**src/rtl/round_pkg.sv**
```systemverilog
// Shared definitions for the round sequencer game slice.
// Holds the board and tile-index widths, the controller state encoding and a
// helper that turns a tile index into a one-hot board mask.
package round_pkg;

  localparam int BOARD_W = 8;
  localparam int IDX_W   = 3;

  localparam logic [2:0] ST_IDLE  = 3'd0;
  localparam logic [2:0] ST_FETCH = 3'd1;
  localparam logic [2:0] ST_SHOW  = 3'd2;
  localparam logic [2:0] ST_PLAY  = 3'd3;
  localparam logic [2:0] ST_WIN   = 3'd4;
  localparam logic [2:0] ST_LOSE  = 3'd5;
  localparam logic [2:0] ST_OVER  = 3'd6;

  function automatic logic [BOARD_W-1:0] idx_mask(input logic [IDX_W-1:0] idx);
    logic [BOARD_W-1:0] m;
    m = '0;
    m[idx] = 1'b1;
    return m;
  endfunction

endpackage

```
**src/rtl/round_sequencer_timer.sv**
```systemverilog
// cycle_timer: loadable down-counter used for the SHOW and result phases.
// Ports:
//   clk, reset    clock, synchronous active-low reset (value cleared to 0)
//   load          load load_value this cycle (has priority over counting)
//   load_value    W-bit count to load
//   value         current count
//   done          high while value == 1, i.e. in the last cycle of the phase
// The count stops at 0 and never wraps.
module cycle_timer #(
  parameter int W = 4
) (
  input  logic         clk,
  input  logic         reset,
  input  logic         load,
  input  logic [W-1:0] load_value,
  output logic [W-1:0] value,
  output logic         done
);

  always_ff @(posedge clk) begin
    if (!reset) begin
      value <= '0;
    end else if (load) begin
      value <= load_value;
    end else if (value != '0) begin
      value <= value - W'(1);
    end
  end

  assign done = (value == W'(1));

endmodule

```
**src/rtl/round_sequencer.sv**
```systemverilog
// round_sequencer: memory-tile game round controller.
// A target board is fetched from a generator, shown for SHOW_CYCLES, then the
// player picks tiles. Picking every lit tile wins the round, picking an unlit
// tile loses a life. The result is shown for RESULT_CYCLES before the next
// round; running out of lives ends the game until start is pressed again.
// Ports:
//   clk, reset     clock, synchronous active-low reset
//   start          begin/restart a game (honoured in IDLE and OVER only)
//   board_in       8-bit board from the generator
//   board_valid    board_in is usable this cycle
//   guess_valid    one-cycle guess strobe (honoured in PLAY only)
//   guess_idx      tile index being guessed
//   board_req      generator enable, high only while fetching
//   display        tile LEDs
//   score          rounds won, saturating at 255
//   lives          remaining lives
//   round_win      one-cycle pulse on entering the win phase
//   round_lose     one-cycle pulse on entering the lose phase
//   game_over      level, high while the game is over
// All outputs are registered.
module round_sequencer
  import round_pkg::*;
#(
  parameter int SHOW_CYCLES   = 50000000,
  parameter int RESULT_CYCLES = 25000000,
  parameter int MAX_LIVES     = 3
) (
  input  logic       clk,
  input  logic       reset,
  input  logic       start,
  input  logic [7:0] board_in,
  input  logic       board_valid,
  input  logic       guess_valid,
  input  logic [2:0] guess_idx,
  output logic       board_req,
  output logic [7:0] display,
  output logic [7:0] score,
  output logic [2:0] lives,
  output logic       round_win,
  output logic       round_lose,
  output logic       game_over
);

  localparam int MAX_CYC = (SHOW_CYCLES > RESULT_CYCLES) ? SHOW_CYCLES : RESULT_CYCLES;
  localparam int TMR_W   = $clog2(MAX_CYC) + 1;

  localparam logic [TMR_W-1:0] SHOW_LOAD   = TMR_W'(SHOW_CYCLES);
  localparam logic [TMR_W-1:0] RESULT_LOAD = TMR_W'(RESULT_CYCLES);
  localparam logic [2:0]       LIVES_INIT  = 3'(MAX_LIVES);

  function automatic logic [7:0] sat_inc(input logic [7:0] v);
    return (v == 8'hFF) ? v : v + 8'd1;
  endfunction

  function automatic logic [2:0] sat_dec(input logic [2:0] v);
    return (v == 3'd0) ? v : v - 3'd1;
  endfunction

  logic [2:0]         state, state_nxt;
  logic [BOARD_W-1:0] target, target_nxt;
  logic [BOARD_W-1:0] picks, picks_nxt;
  logic [BOARD_W-1:0] display_nxt;
  logic [7:0]         score_nxt;
  logic [2:0]         lives_nxt;
  logic               board_req_nxt, win_nxt, lose_nxt, over_nxt;

  logic               tmr_load;
  logic [TMR_W-1:0]   tmr_load_value;
  logic [TMR_W-1:0]   tmr_value;
  logic               tmr_done;

  logic [BOARD_W-1:0] guess_mask;
  logic [BOARD_W-1:0] picks_set;

  cycle_timer #(.W(TMR_W)) u_timer (
    .clk        (clk),
    .reset      (reset),
    .load       (tmr_load),
    .load_value (tmr_load_value),
    .value      (tmr_value),
    .done       (tmr_done)
  );

  assign guess_mask = idx_mask(guess_idx);
  assign picks_set  = picks | guess_mask;

  // Next-state and next-output decode; the registers below hold what the
  // outputs show in the state being entered.
  always_comb begin
    state_nxt      = state;
    target_nxt     = target;
    picks_nxt      = picks;
    display_nxt    = display;
    score_nxt      = score;
    lives_nxt      = lives;
    board_req_nxt  = 1'b0;
    win_nxt        = 1'b0;
    lose_nxt       = 1'b0;
    over_nxt       = 1'b0;
    tmr_load       = 1'b0;
    tmr_load_value = '0;

    case (state)
      ST_IDLE: begin
        display_nxt = '0;
        if (start) begin
          state_nxt     = ST_FETCH;
          score_nxt     = '0;
          lives_nxt     = LIVES_INIT;
          board_req_nxt = 1'b1;
        end
      end

      ST_FETCH: begin
        board_req_nxt = 1'b1;
        display_nxt   = '0;
        // An all-dark board cannot be played, so it is skipped.
        if (board_valid && (board_in != '0)) begin
          state_nxt      = ST_SHOW;
          target_nxt     = board_in;
          picks_nxt      = '0;
          display_nxt    = board_in;
          board_req_nxt  = 1'b0;
          tmr_load       = 1'b1;
          tmr_load_value = SHOW_LOAD;
        end
      end

      ST_SHOW: begin
        display_nxt = target;
        if (tmr_done) begin
          state_nxt   = ST_PLAY;
          display_nxt = picks;
        end
      end

      ST_PLAY: begin
        display_nxt = picks;
        if (guess_valid) begin
          if ((target & guess_mask) == '0) begin
            state_nxt      = ST_LOSE;
            lives_nxt      = sat_dec(lives);
            lose_nxt       = 1'b1;
            display_nxt    = target;
            tmr_load       = 1'b1;
            tmr_load_value = RESULT_LOAD;
          end else if ((picks & guess_mask) == '0) begin
            picks_nxt = picks_set;
            if (picks_set == target) begin
              state_nxt      = ST_WIN;
              score_nxt      = sat_inc(score);
              win_nxt        = 1'b1;
              display_nxt    = target;
              tmr_load       = 1'b1;
              tmr_load_value = RESULT_LOAD;
            end else begin
              display_nxt = picks_set;
            end
          end
          // A repeated correct tile falls through with nothing changed.
        end
      end

      ST_WIN: begin
        display_nxt = target;
        if (tmr_done) begin
          state_nxt     = ST_FETCH;
          board_req_nxt = 1'b1;
          display_nxt   = '0;
        end
      end

      ST_LOSE: begin
        display_nxt = target;
        if (tmr_done) begin
          if (lives == 3'd0) begin
            state_nxt = ST_OVER;
            over_nxt  = 1'b1;
          end else begin
            state_nxt     = ST_FETCH;
            board_req_nxt = 1'b1;
            display_nxt   = '0;
          end
        end
      end

      ST_OVER: begin
        over_nxt    = 1'b1;
        display_nxt = target;
        if (start) begin
          state_nxt     = ST_FETCH;
          score_nxt     = '0;
          lives_nxt     = LIVES_INIT;
          over_nxt      = 1'b0;
          board_req_nxt = 1'b1;
          display_nxt   = '0;
        end
      end

      default: begin
        state_nxt   = ST_IDLE;
        display_nxt = '0;
      end
    endcase
  end

  always_ff @(posedge clk) begin
    if (!reset) begin
      state      <= ST_IDLE;
      target     <= '0;
      picks      <= '0;
      display    <= '0;
      score      <= '0;
      lives      <= LIVES_INIT;
      board_req  <= 1'b0;
      round_win  <= 1'b0;
      round_lose <= 1'b0;
      game_over  <= 1'b0;
    end else begin
      state      <= state_nxt;
      target     <= target_nxt;
      picks      <= picks_nxt;
      display    <= display_nxt;
      score      <= score_nxt;
      lives      <= lives_nxt;
      board_req  <= board_req_nxt;
      round_win  <= win_nxt;
      round_lose <= lose_nxt;
      game_over  <= over_nxt;
    end
  end

endmodule
```
**config.mk**
```make
export PLATFORM = sky130hd
export DESIGN_NAME = round_sequencer
export DESIGN_NICKNAME = d
export VERILOG_FILES = /design/src/rtl/round_pkg.sv /design/src/rtl/round_sequencer_timer.sv /design/src/rtl/round_sequencer.sv
export SDC_FILE = /design/constraint.sdc
export NUM_CORES = 1
export LEC_CHECK = 0
export ABC_AREA = 1
export CORE_UTILIZATION = 40
export CTS_BUF_LIST = sky130_fd_sc_hd__clkbuf_8
export DETAILED_ROUTE_END_ITERATION = 10
export SYNTH_ARGS = -nofsm -noshare
export SYNTH_HDL_FRONTEND = slang
export SYNTH_SLANG_ARGS = --single-unit
```
**constraint.sdc**
```tcl
create_clock -name clk -period 6 [get_ports clk]
set_clock_uncertainty 0.15 [all_clocks]
set_input_delay 0.6 -clock clk [delete_from_list [all_inputs] [get_ports clk]]
set_output_delay 0.6 -clock clk [all_outputs]
set_load 0.1 [all_outputs]
```
==> impl_metrics.env, run 1 <==
export IMPL_status="finished clean"
export IMPL_drtIter0Drc=331
export IMPL_num_rows=40
export IMPL_hold_viol=0
export IMPL_wl_per_cell_um=14.1
export IMPL_dp_hpwl_mm=10.2
export IMPL_setup_viol=0
export IMPL_cp_common_cell="nor2_1"
export IMPL_initial_core_util_pct=41.3
export IMPL_multi_input_area_um2=3070
export IMPL_register_area_um2=1380
export IMPL_peakVddDrop_uv=307
export IMPL_cts_setup_buffers=0
export IMPL_grt_max_degree=47
export IMPL_p_leak_nw=2.54
export IMPL_n_antenna_cell=0
export IMPL_synth_edf_count=0
export IMPL_grt_pass1_wl_mm=23.5
export IMPL_drive_above_1_share_pct=12.1
export IMPL_critPathSlowestCell="nor2_1"
export IMPL_hp_start="u_timer.value[26]"
export IMPL_tns_ps=0
export IMPL_drt_wl_total_mm=13.6
export IMPL_period_share_pct=51.3
export IMPL_drv_slew=0
export IMPL_drtPass1Iterations=5
export IMPL_io_pins=39
export IMPL_avgSynthCellArea_um2=6.53
export IMPL_synth_common_cells="nand2_1 (189), nand3_1 (111), inv_1 (88)"
export IMPL_tightest_slew_ps=1060
export IMPL_slew_headroom_pct=29.0
export IMPL_synth_async_reset_ratio_pct=0
export IMPL_r2r_end="u_timer.value[17]"
export IMPL_ant_nets=0
export IMPL_fin_crit_ps=3080
export IMPL_endpoint_kind="register"
export IMPL_grt_pass1_vias=4835
export IMPL_postSynthCellCount=763
export IMPL_grt_remaining_overflow=0
export IMPL_post_cts_resized=0
export IMPL_ys_flop_type="dfxtp_1"
export IMPL_rsz0062_at_grt="false"
export IMPL_crit_chain="clkdlybuf4s50_1 > nor2_1 > nand4_1 > nand2_1 > nor2_1 > inv_1 > nand2_4 > nor2_1 > nor2_1"
export IMPL_areaGrowthSynthToFinish_pct=12.7
export IMPL_syn_nets=784
export IMPL_cts_root_buf="clkbuf_8"
export IMPL_cp_required_ps=6160
export IMPL_cts_buffer_depth=2
export IMPL_yosysMostFrequentCell="nand2_1"
export IMPL_fin_nets=811
export IMPL_cts_sinks=69
export IMPL_drc_errors=0
export IMPL_tritoncts="yes"
export IMPL_viasPerCell=5.20
export IMPL_synth_cell_types=43
export IMPL_cts_max_level=3
export IMPL_port_buffers=38
export IMPL_die_area_um2=12900
export IMPL_worstHoldPathCells=2
export IMPL_syn_area_um2=4980
export IMPL_track_usage_pct=23.0
export IMPL_clock_latency_ps=370
export IMPL_ys_seq_elements=69
export IMPL_regToRegSetupSlack_ps=3080
export IMPL_yosysTopAreaCellShare_pct=27.7
export IMPL_num_fill_cells=1232
export IMPL_path_class="in -> reg"
export IMPL_holdPathEnd="u_timer.value[26]"
export IMPL_place_congestion=0.925
export IMPL_ys_seq_area_share_pct=27.7
export IMPL_cap_violations=0
export IMPL_yosys_area_top_type="dfxtp_1"
export IMPL_holdBufCountCts=0
export IMPL_antenna_found_initial=0
export IMPL_vias=4999
export IMPL_die_y_um=114
export IMPL_clk_pin_slew_ps=70
export IMPL_clock_fmax_mhz=325
export IMPL_die_w_um=114
export IMPL_critPathLaunchType="primary input"
export IMPL_hp_class="reg -> reg"
export IMPL_rr_startpoint="state[0]"
export IMPL_ys_warn_count=0
export IMPL_power_density_nw_per_um2=524
export IMPL_synthTopCellsByArea="dfxtp_1 (28%), nand2_1 (14%), nand3_1 (11%)"
export IMPL_slowest_delay_ps=590
export IMPL_crit_fanout=20
export IMPL_core_area_um2=12100
export IMPL_cp_data_arrival_time_ps=3240
export IMPL_cts_buffers=9
export IMPL_total_power_w=0.00294
export IMPL_rr_worst_depth=8
-- worst max-delay path by stage --
stage	start	to	depth (start not counted)	slack, ps
after detailed placement	board_in[3]	u_timer.value[17]	9	2500
after floorplan	score[0]	score[1]	9	3600
after CTS	board_in[3]	u_timer.value[17]	9	2890
final	board_in[3]	u_timer.value[17]	9	2920
after global placement	board_in[3]	u_timer.value[23]	9	2540
after global routing	board_in[3]	u_timer.value[23]	9	2700
-- layer usage --
metal	GRT usage [%]	vias to the layer above	part of all wire [%]	routed length (um)
met5	0	-	0	0
met4	12.4	0	4.4	591
met3	4.52	36	5.1	697
met2	37.6	165	47	6340
met1	28.5	2273	44	5930
li1	-	2525	-	-
-- stage by stage --
stage | hold WS (ps) | cell area [um2] | utilization [%] | cells | setup slack [ps]
final | 331 | 5610 | 46.5 | 962 | 2920
after global routing | 367 | 5610 | 46.5 | 962 | 2700
after CTS | 329 | 5610 | 46.5 | 962 | 2890
after detailed placement | 319 | 5410 | 44.9 | 947 | 2500
after global placement | 314 | 5410 | 44.9 | 947 | 2540
after floorplan | 293 | 4980 | - | 763 | 3600
-- layout make-up --
cell class              count  share of cell area (%)
multi-input cells         573                    54.6
flip-flops and latches     69                    24.6
repair buffers             39                    6.91
inverters                  98                    6.56
well taps                 168                    3.75
clock buffers              10                    2.45
clock inverters             5                    1.07
-- worst max-delay path, delay by kind of cell --
| kind | cells | cell delay, ps |
|---|---|---|
| simple gates | 7 | 1510 |
| buf+inv | 2 | 1120 |
-- power breakdown --
| part | switching (W) | internal [W] | leakage, nW |
|---|---|---|---|
| combinational | 0.00124 | 0.000586 | 1.87 |
| clock | 0.000185 | 0.000202 | 0.0987 |
| sequential | 0.000130 | 0.000601 | 0.564 |
| total | 0.00155 | 0.00139 | 2.54 |
-- layout by cell type, fill, tap and decap left out, types with 9 or more instances in the layout --
master / n
nand3_1: 111
nand3_2: 10
xnor2_1: 11
nor3_2: 11
a21oi_1: 29
nor3_1: 9
clkdlybuf4s50_1: 38
nor2_1: 75
clkbuf_8: 10
nand2_2: 18
dfxtp_1: 69
xor2_1: 15
nand4_1: 28
nand2_1: 189
inv_1: 88
-- cells by family after synthesis --
family	synth area share, %
XOR/XNOR	4.57
adder cells (fa/ha/maj)	1.26
AND/OR/NAND/NOR	49.3
buffers and inverters	10.7
AO/OA/AOI/OAI	6.41
flip-flops	27.7
-- state kept, by name, indices dropped and copies added, names as in the netlist, 3 cells and up --
signal and flops:
display 8, picks 8, state 3, u_timer.value 27, lives 3, score 8, target 8
No activity file was read; power rests on OpenSTA's default activity.
==> run 2: changes to the inputs <==
clock period = 2.9 ns   (was 6 ns; I/O delays follow)
==> run 2 against run 1 <==
Effect of this change:
- sequential share of layout area is 0.30 points lower
- clock power is 140% higher
- final area is 1.2% higher
- via count is 1.2% lower
- non-clock buffer count is 11 higher
- routed wire length is 0.71% higher
- die area stayed put
- setup slack worse by 2600 ps
- count of clock-buffer cells in the layout is 1 higher
- critical path type is now reg -> reg
- critical endpoint unchanged
- largest power group unchanged
==> impl_metrics.env, run 2 (synthesis gave the netlist of run 1 again) <==
export IMPL_tritoncts="yes"
export IMPL_rr_worst_depth=8
export IMPL_dp_hpwl_mm=10.5
export IMPL_n_antenna_cell=0
export IMPL_wl_per_cell_um=14.0
export IMPL_drtIter0Drc=292
export IMPL_vias=4941
export IMPL_period_share_pct=89.9
export IMPL_p_sw_w=0.00323
export IMPL_regToRegSetupSlack_ps=290
export IMPL_swShare_pct=51.6
export IMPL_num_rows=40
export IMPL_hp_class="reg -> reg"
export IMPL_grt_pass1_vias=4632
export IMPL_drt_wl_total_mm=13.7
export IMPL_cts_max_level=3
export IMPL_slew_headroom_pct=40.7
export IMPL_tightest_slew_ps=889
export IMPL_hold_viol=0
export IMPL_placed_cells=958
export IMPL_clk_pin_slew_ps=90
export IMPL_r2r_end="u_timer.value[17]"
export IMPL_holdBufCountCts=0
export IMPL_multi_input_area_um2=3070
export IMPL_status="finished clean"
export IMPL_cp_endpoint="u_timer.value[17]"
export IMPL_viasPerCell=5.07
export IMPL_critPathLaunchType="register"
export IMPL_cts_sinks=69
export IMPL_antenna_found_initial=0
export IMPL_p_leak_nw=2.65
export IMPL_cts_root_buf="clkbuf_8"
export IMPL_clkPwrFrac_pct=14.7
export IMPL_register_area_um2=1380
export IMPL_initial_core_util_pct=41.3
export IMPL_crit_fanout=14
export IMPL_place_congestion=0.899
export IMPL_layout_cells_non_filler=974
export IMPL_ant_nets=0
export IMPL_fin_crit_ps=2610
export IMPL_peakVddDrop_uv=615
export IMPL_num_fill_cells=1281
export IMPL_clock_latency_ps=360
export IMPL_io_pins=39
export IMPL_rsz0062_at_grt="false"
export IMPL_final_cell_area_um2=5680
export IMPL_startpoint="state[0]"
export IMPL_core_area_um2=12100
export IMPL_drtPass1Iterations=5
export IMPL_cts_buffer_depth=2
export IMPL_grt_pass1_wl_mm=22.6
export IMPL_die_area_um2=12900
export IMPL_final_common_cell="nand2_1"
export IMPL_power_share_combinational_pct=61.1
export IMPL_layout_common_cells="nand2_1 (189), nand3_1 (111), inv_1 (88), nor2_1 (74), dfxtp_1 (69)"
export IMPL_rr_startpoint="state[0]"
export IMPL_power_internal_w=0.00302
export IMPL_power_density_nw_per_um2=1100
export IMPL_die_y_um=114
export IMPL_cp_required_ps=3040
export IMPL_cts_setup_buffers=0
export IMPL_cts_buffers=9
export IMPL_path_class="reg -> reg"
export IMPL_setup_viol=0
export IMPL_drc_errors=0
export IMPL_endpoint_kind="register"
export IMPL_largest_reg_flops=27
export IMPL_areaGrowthSynthToFinish_pct=14.0
export IMPL_drive_above_1_share_pct=16.5
export IMPL_track_usage_pct=22.2
export IMPL_grt_max_degree=38
export IMPL_cap_violations=0
export IMPL_drv_slew=0
export IMPL_die_w_um=114
export IMPL_dpl_cell_area_um2=5440
export IMPL_fin_nets=822
export IMPL_seqPwrFrac_pct=24.3
export IMPL_hp_start="u_timer.value[26]"
export IMPL_clock_fmax_mhz=384
export IMPL_port_buffers=38
export IMPL_cp_data_arrival_time_ps=2750
export IMPL_top_register="u_timer.value"
export IMPL_grt_remaining_overflow=0
export IMPL_worstHoldPathCells=2
-- run 2: changes by cell type in the layout (fill, tap and decap cells not counted), sizes merged --
cell,change
clkinvlp,-1
bufinv,+1
buf,+34
clkinv,+1
clkbuf,+1
clkdlybuf4s50,-23
inv,-1
-- run 2: worst max-delay path, stage by stage (launching register included) --
cell and delay, ps:
dfxtp_1 450, inv_2 100, nor3_2 300, inv_1 170, nor2_2 420, inv_1 380, nand2_4 330, nor2_1 110
nor2_1 120
-- run 2: repair_timing --
| action | CTS | global route |
|---|---|---|
| pin swaps | 0 | 0 |
| gates resized for setup | 1 | 1 |
| cloned | 0 | 0 |
| setup endpoints to repair | 24 | 13 |
-- run 2: layout make-up --
| class | instances | area share, % |
|---|---|---|
| Multi-Input combinational cell | 573 | 54.1 |
| Clock buffer | 11 | 2.67 |
| Timing Repair Buffer | 50 | 7.27 |
| Clock inverter | 5 | 1.45 |
| Sequential cell | 69 | 24.3 |
| Tap cell | 168 | 3.70 |
| Inverter | 98 | 6.48 |
-- run 2: layer usage --
| layer | vias to the layer above | wire, um | global-route usage [%] |
|---|---|---|---|
| met5 | - | 0 | 0 |
| met4 | 0 | 264 | 7.54 |
| met3 | 17 | 534 | 3.72 |
| met2 | 116 | 6810 | 39.4 |
| met1 | 2258 | 6040 | 27.1 |
| li1 | 2550 | - | - |
-- run 2: worst min path at each step --
stage,slack (ps),to
floorplan,290,u_timer.value[26]
global placement,300,u_timer.value[26]
detailed placement,310,u_timer.value[26]
CTS,320,u_timer.value[26]
global route,340,u_timer.value[26]
finish,320,u_timer.value[26]
-- run 2: power groups by stage --
stage	clock network (W)	logic, W	registers [W]
after global routing	0.000979	0.00427	0.00155
after global placement	0	0.00375	0.00152
after CTS	0.000947	0.00381	0.00151
after detailed placement	0	0.00379	0.00153
after floorplan	0	0.00276	0.00178
final	0.000916	0.00382	0.00152
-- run 2: per-stage QoR --
step	hold slack, ps	worst slack, ps	util [%]	power [W]	TNS, ps
6_report	324	293	47.1	0.00625	0
3_3_place_gp	304	-22.9	45.1	0.00527	-66.3
3_5_place_dp	308	-105	45.1	0.00532	-683
5_1_grt	343	147	47.1	0.00681	0
4_1_cts	320	107	47.1	0.00627	0
2_1_floorplan	293	497	-	0.00454	0
==> run 3: changes to the inputs <==
TNS_END_PERCENT = 10   (was unset)
==> results of run 3 <==
The final DEF is identical to that of run 2; final timing and power are the same.
